==> src/rtl/run_mon_pkg.sv <==
// run_mon_pkg
// Shared definitions for the run_monitor program-run controller:
//   - state_t   : controller states IDLE / LOAD / RUN / DONE
//   - DC_*      : done_code values reported when a run ends
package run_mon_pkg;

  typedef enum logic [1:0] {
    IDLE = 2'd0,
    LOAD = 2'd1,
    RUN  = 2'd2,
    DONE = 2'd3
  } state_t;

  localparam logic [1:0] DC_NONE    = 2'd0;
  localparam logic [1:0] DC_HALT    = 2'd1;
  localparam logic [1:0] DC_TIMEOUT = 2'd2;
  localparam logic [1:0] DC_STALL   = 2'd3;

endpackage

==> src/rtl/sat_counter.sv <==
// sat_counter
// Up-counter that sticks at all-ones instead of wrapping.
// Ports:
//   clk   in  1  clock
//   rst_n in  1  asynchronous active-low reset (count -> 0)
//   clr   in  1  synchronous clear, wins over en
//   en    in  1  count enable
//   cnt   out W  current count (registered)
module sat_counter #(
  parameter int W = 8
) (
  input  logic         clk,
  input  logic         rst_n,
  input  logic         clr,
  input  logic         en,
  output logic [W-1:0] cnt
);

  always_ff @(posedge clk or negedge rst_n) begin
    if (!rst_n) begin
      cnt <= '0;
    end else if (clr) begin
      cnt <= '0;
    end else if (en && (cnt != '1)) begin
      cnt <= cnt + W'(1);
    end
  end

endmodule

==> src/rtl/run_monitor.sv <==
// run_monitor
// Program-run controller for the RV32IMF core. On start it forces the fetch
// PC to start_pc, then counts RUN cycles and valid-PC cycles until the run
// ends on: a return to HALT_ADDR after the guard window (done_code 1), the
// cycle budget running out (done_code 2), or a stalled PC (done_code 3).
// Priority when several end conditions coincide: halt > stall > timeout.
//
// Optional feature: define RUN_MONITOR_STALL_DET_EN to build the stall
// tracker. Without it done_code 3 never occurs and STALL_LIMIT is unused.
//
// Ports:
//   clk          in  1      core clock
//   rst_n        in  1      asynchronous active-low reset
//   start        in  1      run start pulse (honoured in IDLE/DONE only)
//   start_pc     in  XLEN   PC to load at run start
//   pc           in  XLEN   current fetch-stage PC
//   pc_valid     in  1      pc carries an instruction this cycle
//   pc_load      out 1      one-cycle strobe forcing the fetch PC
//   pc_load_val  out XLEN   latched start_pc
//   running      out 1      high while in RUN
//   done         out 1      high in DONE until the next start
//   done_code    out 2      reason the run ended (DC_*)
//   cycle_cnt    out CNT_W  cycles spent in RUN (saturating)
//   instr_cnt    out CNT_W  pc_valid cycles seen in RUN (saturating)
module run_monitor
  import run_mon_pkg::*;
#(
  parameter int unsigned     XLEN         = 32,
  parameter int unsigned     CNT_W        = 32,
  parameter logic [XLEN-1:0] HALT_ADDR    = '0,
  parameter int unsigned     GUARD_CYCLES = 20,
  parameter int unsigned     MAX_CYCLES   = 0,
  parameter int unsigned     STALL_LIMIT  = 16
) (
  input  logic             clk,
  input  logic             rst_n,
  input  logic             start,
  input  logic [XLEN-1:0]  start_pc,
  input  logic [XLEN-1:0]  pc,
  input  logic             pc_valid,
  output logic             pc_load,
  output logic [XLEN-1:0]  pc_load_val,
  output logic             running,
  output logic             done,
  output logic [1:0]       done_code,
  output logic [CNT_W-1:0] cycle_cnt,
  output logic [CNT_W-1:0] instr_cnt
);

  localparam logic [CNT_W-1:0] GUARD_VAL = CNT_W'(GUARD_CYCLES);
  // Compare against the pre-increment count so the run lasts MAX_CYCLES.
  localparam logic [CNT_W-1:0] TIMEOUT_VAL = CNT_W'(MAX_CYCLES - 1);

  state_t state;

  logic in_run;
  logic start_ok;
  logic halt_hit;
  logic timeout_hit;
  logic stall_hit;

  assign in_run   = (state == RUN);
  assign start_ok = start && ((state == IDLE) || (state == DONE));

  // The guard window lets the core pass through HALT_ADDR right after boot.
  assign halt_hit    = in_run && pc_valid && (pc == HALT_ADDR) && (cycle_cnt >= GUARD_VAL);
  assign timeout_hit = in_run && (MAX_CYCLES != 0) && (cycle_cnt == TIMEOUT_VAL);

  sat_counter #(.W(CNT_W)) u_cycle_cnt (
    .clk   (clk),
    .rst_n (rst_n),
    .clr   (start_ok),
    .en    (in_run),
    .cnt   (cycle_cnt)
  );

  sat_counter #(.W(CNT_W)) u_instr_cnt (
    .clk   (clk),
    .rst_n (rst_n),
    .clr   (start_ok),
    .en    (in_run && pc_valid),
    .cnt   (instr_cnt)
  );

`ifdef RUN_MONITOR_STALL_DET_EN
  localparam int unsigned     STALL_W   = $clog2(STALL_LIMIT) + 1;
  // Event fires in the cycle whose repeat would bring the tracker to
  // STALL_LIMIT-1, i.e. on the STALL_LIMIT-th identical valid PC.
  localparam logic [STALL_W-1:0] STALL_TGT = STALL_W'(STALL_LIMIT - 2);

  logic [XLEN-1:0]    prev_pc;
  logic               prev_ok;
  logic               same_pc;
  logic [STALL_W-1:0] stall_cnt;

  // A run's first valid PC has nothing to compare against.
  assign same_pc = pc_valid && prev_ok && (pc == prev_pc);

  always_ff @(posedge clk or negedge rst_n) begin
    if (!rst_n) begin
      prev_pc <= '0;
      prev_ok <= 1'b0;
    end else if (start_ok) begin
      prev_pc <= '0;
      prev_ok <= 1'b0;
    end else if (in_run && pc_valid) begin
      prev_pc <= pc;
      prev_ok <= 1'b1;
    end
  end

  sat_counter #(.W(STALL_W)) u_stall_cnt (
    .clk   (clk),
    .rst_n (rst_n),
    .clr   (start_ok || (in_run && pc_valid && !same_pc)),
    .en    (in_run && same_pc),
    .cnt   (stall_cnt)
  );

  assign stall_hit = in_run && same_pc && (stall_cnt == STALL_TGT);
`else
  localparam int unsigned unused_stall_limit = STALL_LIMIT;
  assign stall_hit = 1'b0;
`endif

  always_ff @(posedge clk or negedge rst_n) begin
    if (!rst_n) begin
      state       <= IDLE;
      pc_load     <= 1'b0;
      pc_load_val <= '0;
      running     <= 1'b0;
      done        <= 1'b0;
      done_code   <= DC_NONE;
    end else begin
      case (state)
        IDLE, DONE: begin
          if (start) begin
            state       <= LOAD;
            pc_load     <= 1'b1;
            pc_load_val <= start_pc;
            done        <= 1'b0;
            done_code   <= DC_NONE;
          end
        end
        LOAD: begin
          state   <= RUN;
          pc_load <= 1'b0;
          running <= 1'b1;
        end
        RUN: begin
          if (halt_hit || stall_hit || timeout_hit) begin
            state   <= DONE;
            running <= 1'b0;
            done    <= 1'b1;
            if (halt_hit) begin
              done_code <= DC_HALT;
            end else if (stall_hit) begin
              done_code <= DC_STALL;
            end else begin
              done_code <= DC_TIMEOUT;
            end
          end
        end
        default: begin
          state <= IDLE;
        end
      endcase
    end
  end

endmodule

==> config.mk <==
export PLATFORM = sky130hd
export DESIGN_NAME = run_monitor
export DESIGN_NICKNAME = d
export VERILOG_FILES = /design/src/rtl/run_mon_pkg.sv /design/src/rtl/sat_counter.sv /design/src/rtl/run_monitor.sv
export SDC_FILE = /design/constraint.sdc
export NUM_CORES = 1
export LEC_CHECK = 0
export CAP_MARGIN = 20
export CORE_MARGIN = 1.5
export CORE_UTILIZATION = 30
export DETAILED_ROUTE_END_ITERATION = 7
export SLEW_MARGIN = 40
export SYNTH_ARGS = -nofsm -noshare
export SYNTH_HDL_FRONTEND = slang
export SYNTH_HIERARCHICAL = 1
export SYNTH_SLANG_ARGS = --single-unit
==> constraint.sdc <==
create_clock -name clk -period 3.1 [get_ports clk]
set_input_delay 0.31 -clock clk [delete_from_list [all_inputs] [get_ports clk]]
set_output_delay 0.31 -clock clk [all_outputs]
set_load 0.01 [all_outputs]
==> impl_metrics.tcl, run 1 <==
set metrics [dict create \
    postCtsSetupRepairBufs 0 \
    viasPerCell 5.08 \
    drive_gt1_share_pct 13.4 \
    yosysWarnings 6 \
    grt_max_degree 71 \
    wire_per_inst_um 16.5 \
    cts_max_path_buffers 2 \
    clock_latency_ps 350 \
    clock-root-buffer "clkbuf_16" \
    maxSlewViolCount 0 \
    ys_ff_latch 101 \
    synth_fp_nets 598 \
    antenna_left 0 \
    critPathRequiredTime_ps 3330 \
    yosysUniqueCellTypes 49 \
    rows 48 \
    skew_ps 13.5 \
    finalWirelength_mm 15.1 \
    drc 0 \
    clock-sinks 101 \
    dr.pass1.iters 4 \
    crit_path_end_kind "register" \
    hp-class "reg2reg" \
    fmax_mhz 395 \
    die_y_um 137 \
    fin_nets 762 \
    vias 4665 \
    final_cell_mix "clkdlybuf4s50_1, dfrtp_1, nor2_1" \
    r2r_slack_ps 570 \
    crit_chain "inv_1 > ha_1 > and2_1 > and3_1 > nand4_1 > a21o_1 > nor4_1 > mux2_2" \
    clk_pin_slew_worst_paths_ps 70 \
    async_reset_ff_share_pct 100 \
    h-tree-depth 3 \
    power.total_mw 4.76 \
    worst_pin_slew_ps 680 \
    placed_area_mm2 0.00731 \
    ys.flop_type "dfrtp_1" \
    finalCritPeriodShare_pct 81.7 \
    port-buffer-count 167 \
    relSlewSlack_pct 54.7 \
    drv_cap 0 \
    start_util_pct 31.0 \
    place_hpwl_mm 11.3 \
    critPathMaxStageDelay_ps 420 \
    final_common_cell "clkdlybuf4s50_1" \
    synth_area_per_cell_um2 10.3 \
    powerDensity_mw_per_mm2 623 \
    grt.total_usage_pct 16.2 \
    cts_tree "yes" \
    setup_viol 0 \
    grt_pass1_vias 4660 \
    post_cts_resized 0 \
    period_needed_ps 2530 \
    syn_area_mm2 0.00540 \
    ys_seq_area_share_pct 46.8 \
    cts_buffers 9 \
    pin_count 169 \
    synth_edf_count 0 \
    worstPathArrival_ps 2770 \
    grt_pass1_wl_mm 23.7 \
    syn_inst 525 \
    rsz0062_at_grt "no" \
    fin_setup_tns_ps 0 \
    overflow 0 \
    antenna_found_initial 0 \
    synthToLayoutAreaGrowth_pct 41.5 \
    hold_viol 0 \
    antenna_cells 0 \
    critPathTopFamily "simple AND/OR/NAND/NOR gates" \
    coreArea_mm2 0.0174 \
    critPathLaunchType "register" \
    place.gp.congestion 0.844 \
    ir_drop_mv 0.456 \
    fin_area_mm2 0.00764 \
    dieWidth_um 137 \
    ctsHoldBuffers 1 \
    final_core_util_pct 43.9 \
    p_leak_nw 3.21 \
    worstSetupPathType "reg2reg" \
    whs_ps 504 \
    cp_max_fo 19 \
    slowest_stage "dfrtp_1" \
    outcome "completed" \
    dieArea_mm2 0.0188 \
    drtIter0Drc 213 \
    path_buf_inv 1 \
]
report_power, final:
group	total (mW)	switching, mW	internal [mW]
logic	1.67	0.734	0.939
registers	1.90	0.296	1.60
clock network	1.19	0.495	0.695
total	4.76	1.53	3.23
sequential cells by signal (all words and copies together), names as in the netlist:
name and cells:
u_cycle_cnt/cnt 32, pc_load_val 32, pc_load 1, done_code 1, state 2, running 1, u_instr_cnt/cnt 32
through the flow:
stage                     std cells  worst slack [ps]
after floorplan                 525               702
after global placement          902               514
after detailed placement        902               467
after CTS                       919               552
after global routing            919               327
final                           919               567
final cells by class:
cell class / count / area, µm²
Fill cell: 1648 / 9780
Multi-Input combinational cell: 385 / 2700
Clock buffer: 12 / 267
Timing Repair Buffer: 174 / 1740
Sequential cell: 101 / 2530
Tap cell: 225 / 282
Clock inverter: 4 / 55.1
Inverter: 18 / 67.6
kinds of logic (layout without fill, tap and decap cells):
logic type	after synthesis	count (layout)	synth area share, %
flip-flops	101	101	46.8
XOR/XNOR	26	26	4.22
other	1	1	0.0695
AND/OR/NAND/NOR	230	230	24.9
buffers and inverters	39	208	3.20
multiplexers	48	48	10.1
AO/OA/AOI/OAI	75	75	9.53
adder cells (fa/ha/maj)	5	5	1.16
path summary, 6_finish.rpt:
check                                                 start                               to  cells past startpoint
worst max-delay path                   state[0]$_DFFE_PN0P_  u_instr_cnt/cnt[31]$_DFFE_PN0P_                      8
worst min-delay path            pc_load_val[21]$_DFFE_PN0P_      pc_load_val[21]$_DFFE_PN0P_                      1
worst max register to register         state[0]$_DFFE_PN0P_  u_instr_cnt/cnt[31]$_DFFE_PN0P_                      8
worst min register to register  pc_load_val[21]$_DFFE_PN0P_      pc_load_val[21]$_DFFE_PN0P_                      1
max in group asynchronous                             rst_n      pc_load_val[28]$_DFFE_PN0P_                      3
min in group asynchronous                             rst_n  u_instr_cnt/cnt[14]$_DFFE_PN0P_                      2
synth_stat cells, types with 3 or more instances:
master / n / area, µm²
a31o_2: 4 / 35.0
buf_4: 4 / 30.0
nand3_1: 25 / 125
a211oi_1: 10 / 75.1
or4_1: 6 / 45.0
nand2b_1: 5 / 31.3
a21oi_1: 23 / 115
mux2i_1: 4 / 40.0
xor2_1: 6 / 52.6
inv_1: 18 / 67.6
buf_2: 9 / 45.0
and3_1: 14 / 87.6
xnor2_1: 20 / 175
mux2_2: 42 / 473
clkbuf_1: 8 / 30.0
or3_1: 10 / 62.6
nand4_1: 15 / 93.8
a21o_1: 6 / 45.0
nor2_1: 55 / 206
nor4_2: 8 / 100
nor4_1: 18 / 113
nor3_1: 9 / 45.0
nand3b_1: 3 / 22.5
dfrtp_1: 101 / 2530
o21ai_0: 11 / 55.1
a31oi_1: 3 / 18.8
nand2_1: 25 / 93.8
ha_1: 5 / 62.6
and2_1: 8 / 50.1
o31ai_1: 6 / 45.0
nor2b_1: 13 / 81.3
layer usage:
| metal | track usage [%] | vias to the layer above | part of all wire, % |
|---|---|---|---|
| li1 | - | 2239 | - |
| met1 | 20.7 | 2269 | 45 |
| met2 | 27.7 | 153 | 48 |
| met3 | 3.04 | 4 | 6.5 |
| met4 | 5.09 | 0 | 0.48 |
| met5 | 0 | - | 0 |
Power figures use the tool's default switching activity.
==> inputs of run 2 (changes only) <==
Clock period 3.1 ns to 2.45 ns, I/O delays scaled along.
==> impl_metrics.tcl, run 2 (same netlist as run 1, synthesis figures left out) <==
set metrics [dict create \
    antenna_left 0 \
    rr_startpoint "state[0]$_DFFE_PN0P_" \
    post_cts_resized 0 \
    crit_path_end_kind "register" \
    critPathRequiredTime_ps 2690 \
    critPathLaunchType "register" \
    grt_pass1_vias 4729 \
    place.gp.congestion 0.822 \
    drtIter0Drc 202 \
    coreArea_mm2 0.0174 \
    drc 0 \
    clock_latency_ps 350 \
    setup_viol 0 \
    clock-root-buffer "clkbuf_16" \
    wire_per_inst_um 16.9 \
    ir_drop_mv 0.483 \
    maxSlewViolCount 0 \
    finalWirelength_mm 15.8 \
    grt_pass1_wl_mm 24.3 \
    vias 4774 \
    relSlewSlack_pct 54.8 \
    fin_nets 774 \
    place_hpwl_mm 11.7 \
    final_common_cell "clkdlybuf4s50_1" \
    dieArea_mm2 0.0188 \
    pin_count 169 \
    powerDensity_mw_per_mm2 773 \
    h-tree-depth 3 \
    clock-sinks 101 \
    dieWidth_um 137 \
    dr.pass1.iters 4 \
    num-fill-cells 1675 \
    worst_pin_slew_ps 672 \
    cts_tree "yes" \
    final_cell_mix "clkdlybuf4s50_1, dfrtp_1, nor2_1" \
    r2r_slack_ps 160 \
    drv_cap 0 \
    rsz0062_at_grt "no" \
    port-buffer-count 167 \
    viasPerCell 5.13 \
    worstPathArrival_ps 2530 \
    grt.total_usage_pct 16.8 \
    grt_max_degree 63 \
    fmax_mhz 436 \
    clk_pin_slew_worst_paths_ps 70 \
    critPathMaxStageDelay_ps 420 \
    finalCritPeriodShare_pct 93.6 \
    synthToLayoutAreaGrowth_pct 42.8 \
    period_needed_ps 2290 \
    overflow 0 \
    skew_ps 11.6 \
    fin_setup_tns_ps 0 \
    p_leak_nw 3.25 \
    reg2regPathDepth 8 \
    postCtsSetupRepairBufs 0 \
    drive_gt1_share_pct 14.9 \
    antenna_cells 0 \
    cts_buffers 9 \
    reg_top3 "pc_load_val x32, u_cycle_cnt/cnt x32, u_instr_cnt/cnt x32" \
    outcome "completed" \
    worstSetupPathType "reg2reg" \
    rows 48 \
    power.total_mw 5.95 \
    start_util_pct 31.0 \
    slowest_stage "dfrtp_1" \
    worstReg2RegEnd "u_instr_cnt/cnt[29]$_DFFE_PN0P_" \
    critPathLaunch "state[0]$_DFFE_PN0P_" \
    cp_max_fo 11 \
    cts_max_path_buffers 2 \
    crit_chain "inv_1 > ha_1 > and2_1 > and3_1 > nand4_1 > a21o_1 > nor4_1 > mux2_2" \
    antenna_found_initial 0 \
    hold_viol 0 \
    hp-class "in2async" \
    die_y_um 137 \
]
[run 2: per-stage QoR]
stage / std cells / utilization [%] / setup slack (ps) / instance area (µm²) / hold slack [ps]
2_1_floorplan: 525 / - / 51.5 / 5400 / -50.6
3_3_place_gp: 914 / 42.5 / 250 / 7410 / 251
3_5_place_dp: 914 / 42.5 / 180 / 7410 / 265
4_1_cts: 931 / 44.3 / 176 / 7710 / 422
5_1_grt: 931 / 44.3 / 33.0 / 7710 / 461
6_report: 931 / 44.3 / 157 / 7710 / 395
[run 2: where the power goes]
part           switching [mW]  leakage [nW]  internal, mW  total [mW]
Clock                   0.675         0.138         0.736        1.41
Sequential              0.378          1.26          2.02        2.40
Combinational           0.951          1.85          1.19        2.14
Total                    2.00          3.25          3.95        5.95
[run 2: routing by layer]
layer | routed length [µm] | part of all wire [%] | vias up | GRT usage (%)
met4 | 170 | 1.1 | 0 | 5.38
met2 | 7560 | 48 | 179 | 28.7
met3 | 1060 | 6.7 | 11 | 2.96
met5 | 0 | 0 | - | 0
met1 | 6960 | 44 | 2318 | 21.5
li1 | - | - | 2266 | -
[run 2: final cells by class]
| class | count | area [µm²] | share of cell area [%] |
|---|---|---|---|
| Multi-Input combinational cell | 385 | 2700 | 35.0 |
| Sequential cell | 101 | 2530 | 32.8 |
| Timing Repair Buffer | 186 | 1840 | 23.9 |
| Tap cell | 225 | 282 | 3.65 |
| Clock buffer | 10 | 239 | 3.10 |
| Inverter | 18 | 67.6 | 0.877 |
| Clock inverter | 6 | 52.6 | 0.682 |
[run 2: worst max path at each step]
stage                                 endpoint  cells after the start
2_1_floorplan  u_instr_cnt/cnt[31]$_DFFE_PN0P_                     10
3_3_place_gp   u_instr_cnt/cnt[31]$_DFFE_PN0P_                      8
3_5_place_dp   u_instr_cnt/cnt[31]$_DFFE_PN0P_                      8
4_1_cts        u_instr_cnt/cnt[31]$_DFFE_PN0P_                      8
5_1_grt        u_instr_cnt/cnt[31]$_DFFE_PN0P_                      8
6_report       u_instr_cnt/cnt[29]$_DFFE_PN0P_                      8
[run 2: what timing repair did]
| action | in CTS | in global routing |
|---|---|---|
| hold buffers | 1 | 0 |
| endpoints found under the setup margin | 0 | 0 |
| endpoints found under the hold margin | 36 | 0 |
[run 2: worst max-delay path, delay by kind of cell (launching register included)]
family / cells / cell delay, ps
compound gates: 1 / 290
fa+ha+maj: 1 / 210
buf+inv: 1 / 110
flops: 1 / 420
mux: 1 / 380
simple gates: 4 / 770
